--- src/rtl/pipe_reg_elastic.sv ---
// Elastic pipeline register: DEPTH stages of WIDTH bits with per-stage valids,
// valid/ready handshake at both ends, bubble collapsing, synchronous flush and
// a registered occupancy count.
module pipe_reg_elastic #(
  parameter int WIDTH = 4,
  parameter int DEPTH = 2
) (
  input  logic                         clk,
  input  logic                         res,
  input  logic [WIDTH-1:0]             in_data,
  input  logic                         in_valid,
  output logic                         in_ready,
  output logic [WIDTH-1:0]             out_data,
  output logic                         out_valid,
  input  logic                         out_ready,
  input  logic                         flush,
  output logic [$clog2(DEPTH+1)-1:0]   occupancy
);

  localparam int OW = $clog2(DEPTH + 1);

  logic [DEPTH-1:0] v;
  logic [DEPTH-1:0] v_nxt;
  logic [DEPTH-1:0] rdy;
  logic [WIDTH-1:0] d     [DEPTH];
  logic [WIDTH-1:0] d_nxt [DEPTH];
  logic [OW-1:0]    cnt_nxt;

  // Ready chain from the output back to the input; an empty stage is always
  // ready, which is what lets bubbles close while the output is stalled.
  always_comb begin
    rdy = '0;
    rdy[DEPTH-1] = !v[DEPTH-1] | out_ready;
    for (int unsigned i = 0; i < DEPTH - 1; i++) begin
      rdy[DEPTH-2-i] = !v[DEPTH-2-i] | rdy[DEPTH-1-i];
    end
  end

  // Next-state valids/data per stage, plus population count of next valids.
  // Flush clears valids only; data registers keep their contents.
  always_comb begin
    logic             vin;
    logic [WIDTH-1:0] din;
    v_nxt   = v;
    cnt_nxt = '0;
    for (int unsigned k = 0; k < DEPTH; k++) begin
      d_nxt[k] = d[k];
      if (k == 0) begin
        vin = in_valid & !flush;
        din = in_data;
      end else begin
        vin = v[k-1];
        din = d[k-1];
      end
      if (rdy[k]) begin
        v_nxt[k] = vin;
        if (vin && !flush) d_nxt[k] = din;
      end
      if (flush) v_nxt[k] = 1'b0;
      cnt_nxt = cnt_nxt + OW'(v_nxt[k]);
    end
  end

  // Stage registers and occupancy; reset overrides flush and handshakes.
  always_ff @(posedge clk) begin
    if (res) begin
      v         <= '0;
      occupancy <= '0;
      for (int unsigned k = 0; k < DEPTH; k++) d[k] <= '0;
    end else begin
      v         <= v_nxt;
      occupancy <= cnt_nxt;
      for (int unsigned k = 0; k < DEPTH; k++) d[k] <= d_nxt[k];
    end
  end

  assign in_ready  = rdy[0] & !flush;
  assign out_valid = v[DEPTH-1] & !flush;
  assign out_data  = d[DEPTH-1];

endmodule

--- config.mk ---
export PLATFORM = sky130hd
export DESIGN_NAME = pipe_reg_elastic
export DESIGN_NICKNAME = d
export VERILOG_FILES = /design/src/rtl/pipe_reg_elastic.sv
export SDC_FILE = /design/constraint.sdc
export NUM_CORES = 1
export LEC_CHECK = 0
export ABC_AREA = 1
export BUFFER_PORTS_ARGS = -buffer_cell sky130_fd_sc_hd__buf_2
export CORE_MARGIN = 2
export CORE_UTILIZATION = 38
export CTS_CLUSTER_DIAMETER = 30
export DETAILED_ROUTE_END_ITERATION = 16
export REMOVE_ABC_BUFFERS = 1
export SYNTH_ARGS = -nofsm -noshare
export SYNTH_HDL_FRONTEND = slang
export SYNTH_SLANG_ARGS = --single-unit
--- constraint.sdc ---
create_clock -name clk -period 3.15 [get_ports clk]
set_input_delay 0 -clock clk [delete_from_list [all_inputs] [get_ports clk]]
set_output_delay 0 -clock clk [all_outputs]
set_load 0.01 [all_outputs]
==> results of run 1 <==
## flip-flops by register name, indices dropped and copies added, names as in the netlist
name and cells:
d 8, occupancy 2, v 2
## per-layer routing
metal | part of all wire, % | vias up | wire, microns
met3 | 5.1 | 2 | 50
met4 | 1.4 | 0 | 14
li1 | - | 271 | -
met5 | 0 | - | 0
met2 | 44 | 15 | 431
met1 | 49 | 198 | 481
## final cells by class
cell class	count	area [sq um]
tap	15	18.8
timing repair buffer	17	90.1
sequential	12	240
clock buffer	4	36.3
fill	143	664
inverter	14	52.6
multi-input combinational	49	248
## kinds of logic after synthesis
logic type	synth area share, %
AND/OR/NAND/NOR	35.3
adder cells (fa/ha/maj)	2.19
flip-flops	42.1
buffers and inverters	14.5
AO/OA/AOI/OAI	5.92
## report_power, final
group,switching [mW],internal (mW),total (mW)
clock network,0.0526,0.0702,0.123
logic,0.0201,0.0166,0.0367
registers,0.00319,0.158,0.162
total,0.0760,0.245,0.321
## timing repair
| item | CTS | global route |
|---|---|---|
| buffers inserted | 0 | 0 |
| resized for setup | 0 | 0 |
| hold endpoints to repair | 3 | 0 |
| hold buffers | 1 | 0 |
## cell usage in the layout (no fill, tap or decap), types with 2 or more instances in the layout
cell,n
sky130_fd_sc_hd__a21oi_1,5
sky130_fd_sc_hd__buf_2,16
sky130_fd_sc_hd__clkbuf_4,3
sky130_fd_sc_hd__dfxtp_1,12
sky130_fd_sc_hd__inv_1,11
sky130_fd_sc_hd__inv_2,2
sky130_fd_sc_hd__nand2_1,12
sky130_fd_sc_hd__nand3_1,4
sky130_fd_sc_hd__nand3b_1,4
sky130_fd_sc_hd__nor2_1,16
sky130_fd_sc_hd__nor2_2,2
## worst min-delay path: stages
cell and delay, ns:
sky130_fd_sc_hd__buf_2 0.07, sky130_fd_sc_hd__inv_1 0.03, sky130_fd_sc_hd__nand3_1 0.06, sky130_fd_sc_hd__nand2_1 0.05, sky130_fd_sc_hd__nor2_1 0.07
## worst min path at each step
stage,start,endpoint,slack (ns),cells past startpoint
floorplan,flush,out_valid,0.05,1
CTS,in_data[3],d[0][3],0.03,5
finish,in_data[3],d[0][3],0.04,5
global route,in_data[3],d[0][3],0.06,5
global placement,res,occupancy[0],0.21,2
detailed placement,res,occupancy[1],0.21,2
==> flow_results.org, run 1 <==
** Final layout
- Cells fill 50.8% of the core in the end.
- Post-route cell area :: ~690 sq um
- The post-route netlist has 29.2% of its cells at a drive strength greater than 1.
- Non-filler cells in the finished layout :: 111
- After the last flow step, the layout net total stands at between 100 and 150.
- Compared with the post-synthesis result, the final layout area differs by 20.2%.
- The repair_antennas step left the layout with diodes totalling 0.

** Placement
- Prior to clock tree synthesis, the placed netlist has a worst setup slack of between 1.5 and 2 ns.
- Instance area at placement :: about 640 sq um
- Routability congestion estimate :: 0.750
- Buffers on Ports :: 16
- Detailed placer's ending HPWL :: 749 microns
- Number of cells in the design after placement :: about 110

** Drt
- For this run, the detailed router's first-pass iteration total came to 2.
- Dividing the detail-routed wire length by the instance count gives a little under 9 microns.
- For this block, the via count after detailed routing is 486.
- For this run, design rule violations remaining after detail routing come to 0.
- Vias per cell :: between 4 and 5
- Antenna Violating Nets Remaining :: 0
- Final wirelength :: between 900 and 1000 microns
- In this run, the number of DRC markers left after iteration 0 of detailed routing was 1.

** Global route
- The first global-routing pass estimated between 1500 and 2000 microns of wire.
- Vias in the first global route :: approximately 450
- Overflow left after global routing :: 0
- Global routing usage on met2 :: between 10% and 20%
- The layer flagged by global routing as most heavily used is met2.
- In the global route stage, overall resource usage came out at between 10% and 20%.
- Number of antenna violations at the first check in global routing :: 0
- For met3 alone, demand over resource in global routing was about 2.6%.
- For met1 alone, demand over resource in global routing was 14.9%.
- Largest net degree at the start of global routing :: 10

** STA
- The number of hold violations in the final report came to 0.
- The final critical path takes up 37.7% of the cycle.
- Setup repair after global routing left no endpoint under its margin.
- The clock arrives with 0.00142 ns of skew.
- Setup violations remaining at the end of the flow were counted as 0.
- Worst slew margin relative to its limit :: between 80% and 90%
- Final critical delay including setup and external delays :: roughly 1.2 ns
- Sum of negative setup slack :: 0 ns
- Min Hold Slack :: between 0.03 and 0.04 ns
- For the pin with the worst max-slew slack, the measured transition is 0.226 ns.
- Static timing analysis puts the maximum clock frequency at ~840 MHz.
- In the post-route analysis, the smallest setup slack over all paths is roughly 2.0 ns.
- Final slew viol count :: 0

** Worst setup path
- On the critical path, the stage with the largest delay is an instance of sky130_fd_sc_hd__dfxtp_1.
- Required time of the critical path :: 3.32 ns
- Critical path depth in cells :: 7
- The worst register-to-register path ends at occupancy[0].
- CP top delay family :: flip-flops
- WS Path Type :: reg -> reg
- The number of buffers and inverters on the critical path is 2.
- In this run the register-to-register setup slack is 1.96 ns.
- In this run the worst setup path begins at v[0].
- The worst setup path is captured at a register.
- Data on the critical path arrives at its endpoint at approximately 1.4 ns.
- The worst register-to-register path has a depth of 7.
- List of cells traversed by the critical path :: inv_1 > nor2_2 > nand2_1 > nand2_1 > ha_1 > inv_1 > nor2_1
- Launch instance of the worst register-to-register path :: v[0]
- End point of the critical path :: occupancy[0]
- CP Launch Type :: register
- Critical Path Fanout Max :: 5
- Maximum single-stage delay on the critical path :: ~0.39 ns

** Power
- Power comes to roughly 0.32 mW.
- PwrDens :: between 400 and 500 nW/um^2
- The analysis attributes to cell leakage a power of approximately 0.35 nW.
- Peak ir drop on the vdd network :: 0.000302 V

** Synthesis
- Counting flops with a built-in enable in the synthesized netlist gives 0.
- In the post-synthesis netlist, the cell with the most instances is sky130_fd_sc_hd__nor2_1.
- Portion of the post-synthesis area used by sequential elements :: between 40% and 50%
- After synthesis the netlist holds a flip-flop and latch count of 12.
- Ranked by instance count, the synthesized netlist is headed by sky130_fd_sc_hd__nor2_1, sky130_fd_sc_hd__dfxtp_1, sky130_fd_sc_hd__nand2_1, sky130_fd_sc_hd__inv_1, sky130_fd_sc_hd__a21oi_1.
- Number of distinct library cells after synthesis :: 17
- Synth area leaders :: sky130_fd_sc_hd__dfxtp_1, sky130_fd_sc_hd__nor2_1, sky130_fd_sc_hd__nand2_1
- Averaged over all synthesized cells, the footprint is ~7.2 sq um.
- Synthesis handed over a netlist of 79 instances.
- FFs w/ async S/R, synth :: 0%
- Summed over all instances, the cell type with the most area after synthesis is sky130_fd_sc_hd__dfxtp_1.
- During synthesis, Yosys emitted a total of 0 warnings.
- Among all flip-flop cells after synthesis, the most frequent one is sky130_fd_sc_hd__dfxtp_1.
- The cell area that synthesis handed to floorplanning was 571 sq um.
- Of the post-synthesis cell area, the dominant cell type holds between 40% and 50%.

** Min path
- Type of the tightest min-delay check :: in -> reg

** Clock network
- Maximum number of buffers from clock root to sink :: 2
- Clock net sink count :: 12
- CTS Buf Count :: 3
- The later pin in the worst-skew pair is clocked with a latency of between 0.2 and 0.3 ns.
- TritonCTS built the clock tree.
- After clock tree synthesis, the clock-pin slew on the worst setup and hold paths is 0.08 ns.
- In this run the clock root is driven by a sky130_fd_sc_hd__clkbuf_4.
- H-Tree Level Count :: 1

** Floorplan
- The die is roughly 43 microns tall.
- Number of cell rows :: 13
- Once the floorplan was initialized, standard cells occupied a little over two fifths of the core.
- Number of top-level pins :: 17
- Width of the die :: between 40 and 50 microns
- Area of the placeable core :: roughly 1400 sq um
- The floorplan step defined a die boundary enclosing approximately 1800 sq um.

** Flow run
- The tool flagged a number of max-cap violations equal to 0.

** Outcome
- The run finished with clean final reports.
No activity file was read; power rests on OpenSTA's default activity.
==> run 2: changes to the inputs <==
==> constraint.sdc (replaced) <==
create_clock -name clk -period 1.1 [get_ports clk]
set_input_delay 0 -clock clk [delete_from_list [all_inputs] [get_ports clk]]
set_output_delay 0 -clock clk [all_outputs]
set_load 0.01 [all_outputs]
==> run 2 against run 1 <==
Compared with the run above: sequential cell count is the same; largest power group unchanged; wire length grew 5.2%; sequential share of layout area shrank 1.8 points; cell area grew 6.4%; first-iteration DRC count grew 100%.
==> flow_results.org, run 2 (same netlist as run 1, synthesis figures left out) <==
** Final layout
- In the final layout, the registers with the most flip-flops are d x8, occupancy x2, v x2.
- Antenna Diode Count :: 0
- Number of flip-flops under the largest register name :: 8
- Signed area change from the synthesized netlist to the final layout :: 27.9%
- Final #Nets :: 113
- Register ranked first by flip-flop count :: d
- Ratio of cells with drive above 1 in the final layout :: between 30% and 40%
- Non-filler cells in the finished layout :: 116
- Leaving out fill and tap cells, the most frequent cell in the layout is sky130_fd_sc_hd__buf_2.
- Highest-count cells in the layout ignoring fill and taps :: sky130_fd_sc_hd__buf_2, sky130_fd_sc_hd__nor2_1, sky130_fd_sc_hd__nand2_1

** Worst setup path
- Critical path capture point type :: register
- Tracing the worst setup path back leads to its startpoint at v[0].
- The worst setup path is of the reg -> reg kind.
- Data on the critical path is required at its endpoint by approximately 1.3 ns.
- For flop-to-flop paths, the worst setup slack is 0.05 ns.
- At the worst endpoint, the arrival time is 1.22 ns.
- The worst register-to-register path has a depth of 7.
- STA classifies the critical path startpoint as a register.
- Launch instance of the worst register-to-register path :: v[0]
- End point of the critical path :: occupancy[0]
- RR Endpoint :: occupancy[0]
- Critical Path Fanout Max :: 3

** STA
- Clock tree skew after final layout :: 0.00813 ns
- Dividing the final minimum period by the clock period gives a little over nine tenths.
- For the pin with the worst max-slew slack, the measured transition is 0.234 ns.
- After layout, the worst setup slack is 0.0525 ns.
- Peak clock frequency supported by timing :: about 950 MHz
- Unrepaired setup endpoints after global routing :: yes
- The smallest clock period supported by the final layout is computed as between 1 and 1.5 ns.
- Number of setup violations in the final report :: 0
- The number of hold violations in the final report is 0.
- The worst pin sits at a relative slew slack of 84.3%.
- On the final layout, the worst hold slack is approximately 0.028 ns.
- Final slew viol count :: 0

** Global route
- The number of global-route vias before repair is between 400 and 500.
- Entering global routing, the biggest net connects 10 pins.
- For this run the aggregate overflow at the end of global routing stands at 0.
- Global routing consumed, over all layers together, 12.8% of the routing resources.
- The initial antenna violation count came to 0.
- The first global-routing pass estimated ~1700 microns of wire.

** Placement
- Detailed placer's ending HPWL :: 825 microns
- Routability-driven placement finished with a final weighted congestion of between 0.7 and 0.8.
- Number of cells in the design after placement :: about 110
- DP Worst Slack :: 0.00656 ns
- Port buffering added 16 buffers.

** Drt
- Antenna Violating Nets Remaining :: 0
- After detailed routing, the number of remaining DRC violations is 0.
- Routed len/inst :: about 9 microns
- Vias per cell :: between 4 and 5
- The routed design has ~1000 microns of wire.
- The first detailed-routing pass ran for 3 iterations.
- Count of vias placed by the detailed router :: between 400 and 500
- The detailed router finished its first iteration with 2 violations.

** Floorplan
- The die is between 40 and 50 microns wide.
- Initial cell density of the core :: 42.3%
- The core region is ~1400 sq um.
- The initialized floorplan defines 13 standard-cell rows.
- Die footprint :: approximately 1800 sq um
- Number of top-level pins :: 17
- Measured along the y axis, the die boundary spans around 43 microns.

** Clock network
- After clock tree synthesis, the clock-pin slew on the worst setup and hold paths is around 0.070 ns.
- TritonCTS clock tree :: yes
- Cell at the root of the clock tree :: sky130_fd_sc_hd__clkbuf_4
- Maximum number of buffers from clock root to sink :: 2
- Worst-Skew Late Latency :: around 0.27 ns
- Clock net sink count :: 12
- CTS built an H-tree with a depth of 1.
- CTS Buf Count :: 3

** Power
- VDD sags by at most between 0.0006 and 0.0007 V.
- PwrDens :: roughly 1100 nW/um^2
- For this design the static power due to leakage is 0.377 nW.
- Overall power after layout :: approximately 0.84 mW

** Outcome
- The run finished with clean final reports.

** Min path
- The tightest min-delay check is of the in -> reg type.

** Flow run
- Max-cap violations in this run came to 0.
[run 2: final cells by class]
class / count / area (sq um)
Sequential cell: 12 / 243
Fill cell: 149 / 621
Clock buffer: 3 / 22.5
Timing Repair Buffer: 23 / 135
Multi-Input combinational cell: 49 / 258
Inverter: 14 / 52.6
Tap cell: 15 / 18.8
[run 2: what timing repair did]
action | CTS | global route
hold endpoints to repair | 3 | 0
buffers inserted | 0 | 1
gates resized for setup | 3 | 1
gates cloned | 0 | 0
setup endpoints to repair | 2 | 3
hold buffers | 1 | 0
[run 2: stage by stage]
step           TNS [ns]  util, %  cell area [sq um]
4_1_cts               0     53.3                719
2_1_floorplan         0        -                541
3_3_place_gp          0     50.1                677
6_report              0     54.0                729
3_5_place_dp          0     50.1                677
5_1_grt         -0.0170     54.0                729
[run 2: per-layer routing]
metal | global-route usage (%) | wire length (microns) | up-vias
li1 | - | - | 281
met1 | 16.4 | 499 | 196
met2 | 18.2 | 452 | 15
met3 | 2.98 | 58 | 2
met4 | 9.38 | 19 | 0
met5 | 0 | 0 | -
[run 2: worst min-delay path by stage]
stage	startpoint	to	slack, ns	depth (start not counted)
6_report	out_ready	v[0]	0.03	4
5_1_grt	out_ready	v[0]	0.05	4
4_1_cts	out_ready	v[0]	0.04	4
3_5_place_dp	res	v[0]	0.22	2
3_3_place_gp	res	occupancy[0]	0.21	2
2_1_floorplan	flush	out_valid	0.05	1
[run 2: critical path, stage by stage (launching register included)]
cell	delay [ns]
sky130_fd_sc_hd__dfxtp_2	0.37
sky130_fd_sc_hd__inv_1	0.06
sky130_fd_sc_hd__nor2_2	0.09
sky130_fd_sc_hd__nand2_1	0.07
sky130_fd_sc_hd__nand2_1	0.06
sky130_fd_sc_hd__ha_1	0.22
sky130_fd_sc_hd__inv_1	0.05
sky130_fd_sc_hd__nor2_1	0.03
[run 2: power by group]
part / switching, mW / internal, mW / total [mW]
clock: 0.133 / 0.126 / 0.259
combinational: 0.0604 / 0.0533 / 0.114
sequential: 0.00968 / 0.454 / 0.464
==> run 3: changes to the inputs <==
--- a/config.mk
+++ b/config.mk
@@ -6,11 +6,11 @@
 export NUM_CORES = 1
 export LEC_CHECK = 0
 export ABC_AREA = 1
-export BUFFER_PORTS_ARGS = -buffer_cell sky130_fd_sc_hd__buf_2
 export CORE_MARGIN = 2
 export CORE_UTILIZATION = 38
 export CTS_CLUSTER_DIAMETER = 30
 export DETAILED_ROUTE_END_ITERATION = 16
+export DONT_BUFFER_PORTS = 1
 export REMOVE_ABC_BUFFERS = 1
 export SYNTH_ARGS = -nofsm -noshare
 export SYNTH_HDL_FRONTEND = slang
==> run 3 against run 2 <==
Compared with the run above: non-clock buffer count shrank 9; sequential power grew 0.9%; combinational power shrank 4%; clock skew shrank 0.0046 ns.
==> flow_results.org, run 3 (same netlist as run 1, synthesis figures left out) <==
** Clock network
- Clock tree synthesis found a total of 12 sinks.
- CTS Buf Count :: 3
- TritonCTS clock tree :: yes
- CTS built an H-tree with a depth of 1.
- CTS clk-pin slew, worst paths :: ~0.080 ns
- Clock latency on the worst-skew pair, taken at its later pin, is about 0.27 ns.
- Post-CTS Repair Setup Buffers :: 0
- Maximum number of buffers from clock root to sink :: 2
- Cell at the root of the clock tree :: sky130_fd_sc_hd__clkbuf_4

** Placement
- The congestion estimate from routability-driven global placement came to approximately 0.70.
- Prior to clock tree synthesis, the placed netlist has a worst setup slack of -0.0174 ns.
- Buffers on Ports :: 0
- Detailed placer's ending HPWL :: about 710 microns
- In this run, placement finished with an instance count of 94.

** Global route
- The number of global-route vias before repair is 478.
- Global routing used between 10% and 20% of the available tracks across all layers.
- Entering global routing, the biggest net connects 10 pins.
- The first global-routing pass estimated 1850 microns of wire.
- The initial antenna violation count was 0.
- The total overflow left after global routing is 0.

** Floorplan
- Die footprint :: roughly 1800 sq um
- 17 I/O pins were placed.
- Number of cell rows :: 13
- In this run the vertical extent of the chip is around 43 microns.
- Initial cell density of the core :: 42.3%
- Width of the die :: ~43 microns
- In this run the standard cell core region covers around 1400 sq um.

** Drt
- Count of vias placed by the detailed router :: 488
- Vias per cell :: between 4 and 5
- Antenna Violating Nets Remaining :: 0
- Final wirelength :: 1110 microns
- The first routing iteration left 6 violations.
- In the routed design, unresolved DRC markers number 0.
- For this run, the detailed router's first-pass iteration total came to 4.
- Routed len/inst :: just over 10 microns

** Worst setup path
- In this run the critical register-to-register path is captured at occupancy[0].
- In this run the critical register-to-register path is launched from v[1].
- Register-to-register setup slack :: around 0.030 ns
- Required time of the critical path :: approximately 1.1 ns
- CP top delay family :: flip-flops
- Data arrival time of the worst path :: 1.09 ns
- Counting both buffers and inverters, the worst setup path holds a total of 2.
- Critical path capture point type :: output pin
- Maximum single-stage delay on the critical path :: ~0.36 ns
- CP Launch Type :: register
- List of cells traversed by the critical path :: buf_4 > nand3_2 > nand2_1 > inv_1
- For this design, the slowest cell found on the critical path is sky130_fd_sc_hd__dfxtp_2.
- Depth of the worst register-to-register path :: 7
- Critical Path Fanout Max :: 9
- WS Path Type :: reg -> out

** STA
- Hold violation count in the final report :: 0
- After layout, the worst path uses 98.7% of the clock period.
- The worst path meets setup with about 0.014 ns of slack.
- For the pin with the worst max-slew slack, the measured transition is ~0.25 ns.
- Final critical delay including setup and external delays :: 1.09 ns
- In this run the tightest slew margin relative to its limit is 83.2%.
- The max-slew violation count is 0.
- Unrepaired setup endpoints after global routing :: yes
- Sum of negative setup slack :: 0 ns
- Clock tree skew after final layout :: 0.00353 ns
- Number of setup violations in the final report :: 0
- Timing would allow up to around 920 MHz.

** Final layout
- Of the cells placed in the final design, the portion with a size suffix greater than 1 is a little under a quarter.
- Non-filler cells in the finished layout :: 108
- 0 antenna diodes ended up in the layout.
- The filler cells instantiated in the layout total between 100 and 150.
- Signed area change from the synthesized netlist to the final layout :: 29.4%
- Most frequent standard cell in the layout excluding fill and tap cells :: sky130_fd_sc_hd__nor2_1
- Final #Nets :: between 100 and 150
- Number of flip-flops under the largest register name :: 8
- Highest-count cells in the layout ignoring fill and taps :: sky130_fd_sc_hd__nor2_1, sky130_fd_sc_hd__nand2_1, sky130_fd_sc_hd__inv_1, sky130_fd_sc_hd__dfxtp_1, sky130_fd_sc_hd__dlygate4sd3_1
- The largest registers in the layout are d x8, occupancy x2, v x2.
- Register ranked first by flip-flop count :: d

** Power
- Peak ir drop on the vdd network :: about 0.0006 V
- For this design the static power due to leakage is 0.341 nW.
- For this design the ratio of total power to cell area is roughly 1300 nW/um^2.

** Min path
- Along the worst hold path, the cell count comes to 5.
- The min-delay analysis places its worst path in the category in -> reg.
- The worst hold path begins at flush.
- Hold Crit Endpoint :: d[0][4]

** Outcome
- The flow ran to the end, and the final reports show no timing, DRC or antenna violations.

** Flow run
- Across the run, the number of max-cap violations was 0.
==> run 3: where the power goes <==
part,internal (mW),switching [mW],total (mW)
combinational,0.0564,0.0526,0.109
sequential,0.454,0.0138,0.468
clock,0.201,0.147,0.347
==> run 3: area by class of cell <==
cell class                      instances  area [sq um]  area share, %
Multi-Input combinational cell         49           258           34.9
Sequential cell                        12           243           32.9
Timing Repair Buffer                   14           130           17.6
Inverter                               14          52.6           7.12
Clock buffer                            4          36.3           4.92
Tap cell                               15          18.8           2.54
==> run 3: stage by stage <==
stage | hold slack, ns | util (%) | total power [mW] | cell area (sq um)
detailed placement | 0.0506 | 43.7 | 0.553 | 589
finish | 0.0363 | 54.7 | 0.924 | 738
global placement | 0.0520 | 43.7 | 0.552 | 589
global route | 0.0523 | 54.7 | 0.972 | 738
CTS | 0.0300 | 53.9 | 0.927 | 728
floorplan | 0.0475 | - | 0.537 | 541
==> run 3: worst max-delay path by stage <==
| stage | cells after the start | slack, ns | start | to |
|---|---|---|---|---|
| after floorplan | 7 | 0.01 | v[0] | occupancy[0] |
| after global placement | 7 | 0.005 | v[1] | occupancy[0] |
| after detailed placement | 7 | -0.02 | v[1] | occupancy[0] |
| after CTS | 4 | -0.001 | v[1] | in_ready |
| after global routing | 4 | -0.06 | v[1] | in_ready |
| final | 4 | 0.01 | v[1] | in_ready |
==> run 3: timing repair <==
action / CTS / global route
hold endpoints to repair: 8 / 0
pin swaps: 0 / 3
hold buffers: 10 / 0
endpoints found under the setup margin: 2 / 4
gates resized for setup: 1 / 5
==> run 3: routing by layer <==
layer | routed length [microns] | global-route usage, % | vias to the layer above
met5 | 0 | 0 | -
met4 | 19 | 10.6 | 0
met3 | 48 | 4.68 | 2
met2 | 504 | 20.6 | 13
met1 | 538 | 15.7 | 205
li1 | - | - | 268
==> run 3: worst min-delay path, cell delays in order <==
cell,delay (ns)
sky130_fd_sc_hd__inv_2,0.02
sky130_fd_sc_hd__nand2_2,0.06
sky130_fd_sc_hd__nor2_2,0.06
sky130_fd_sc_hd__nor2_1,0.08
sky130_fd_sc_hd__nor2_1,0.05
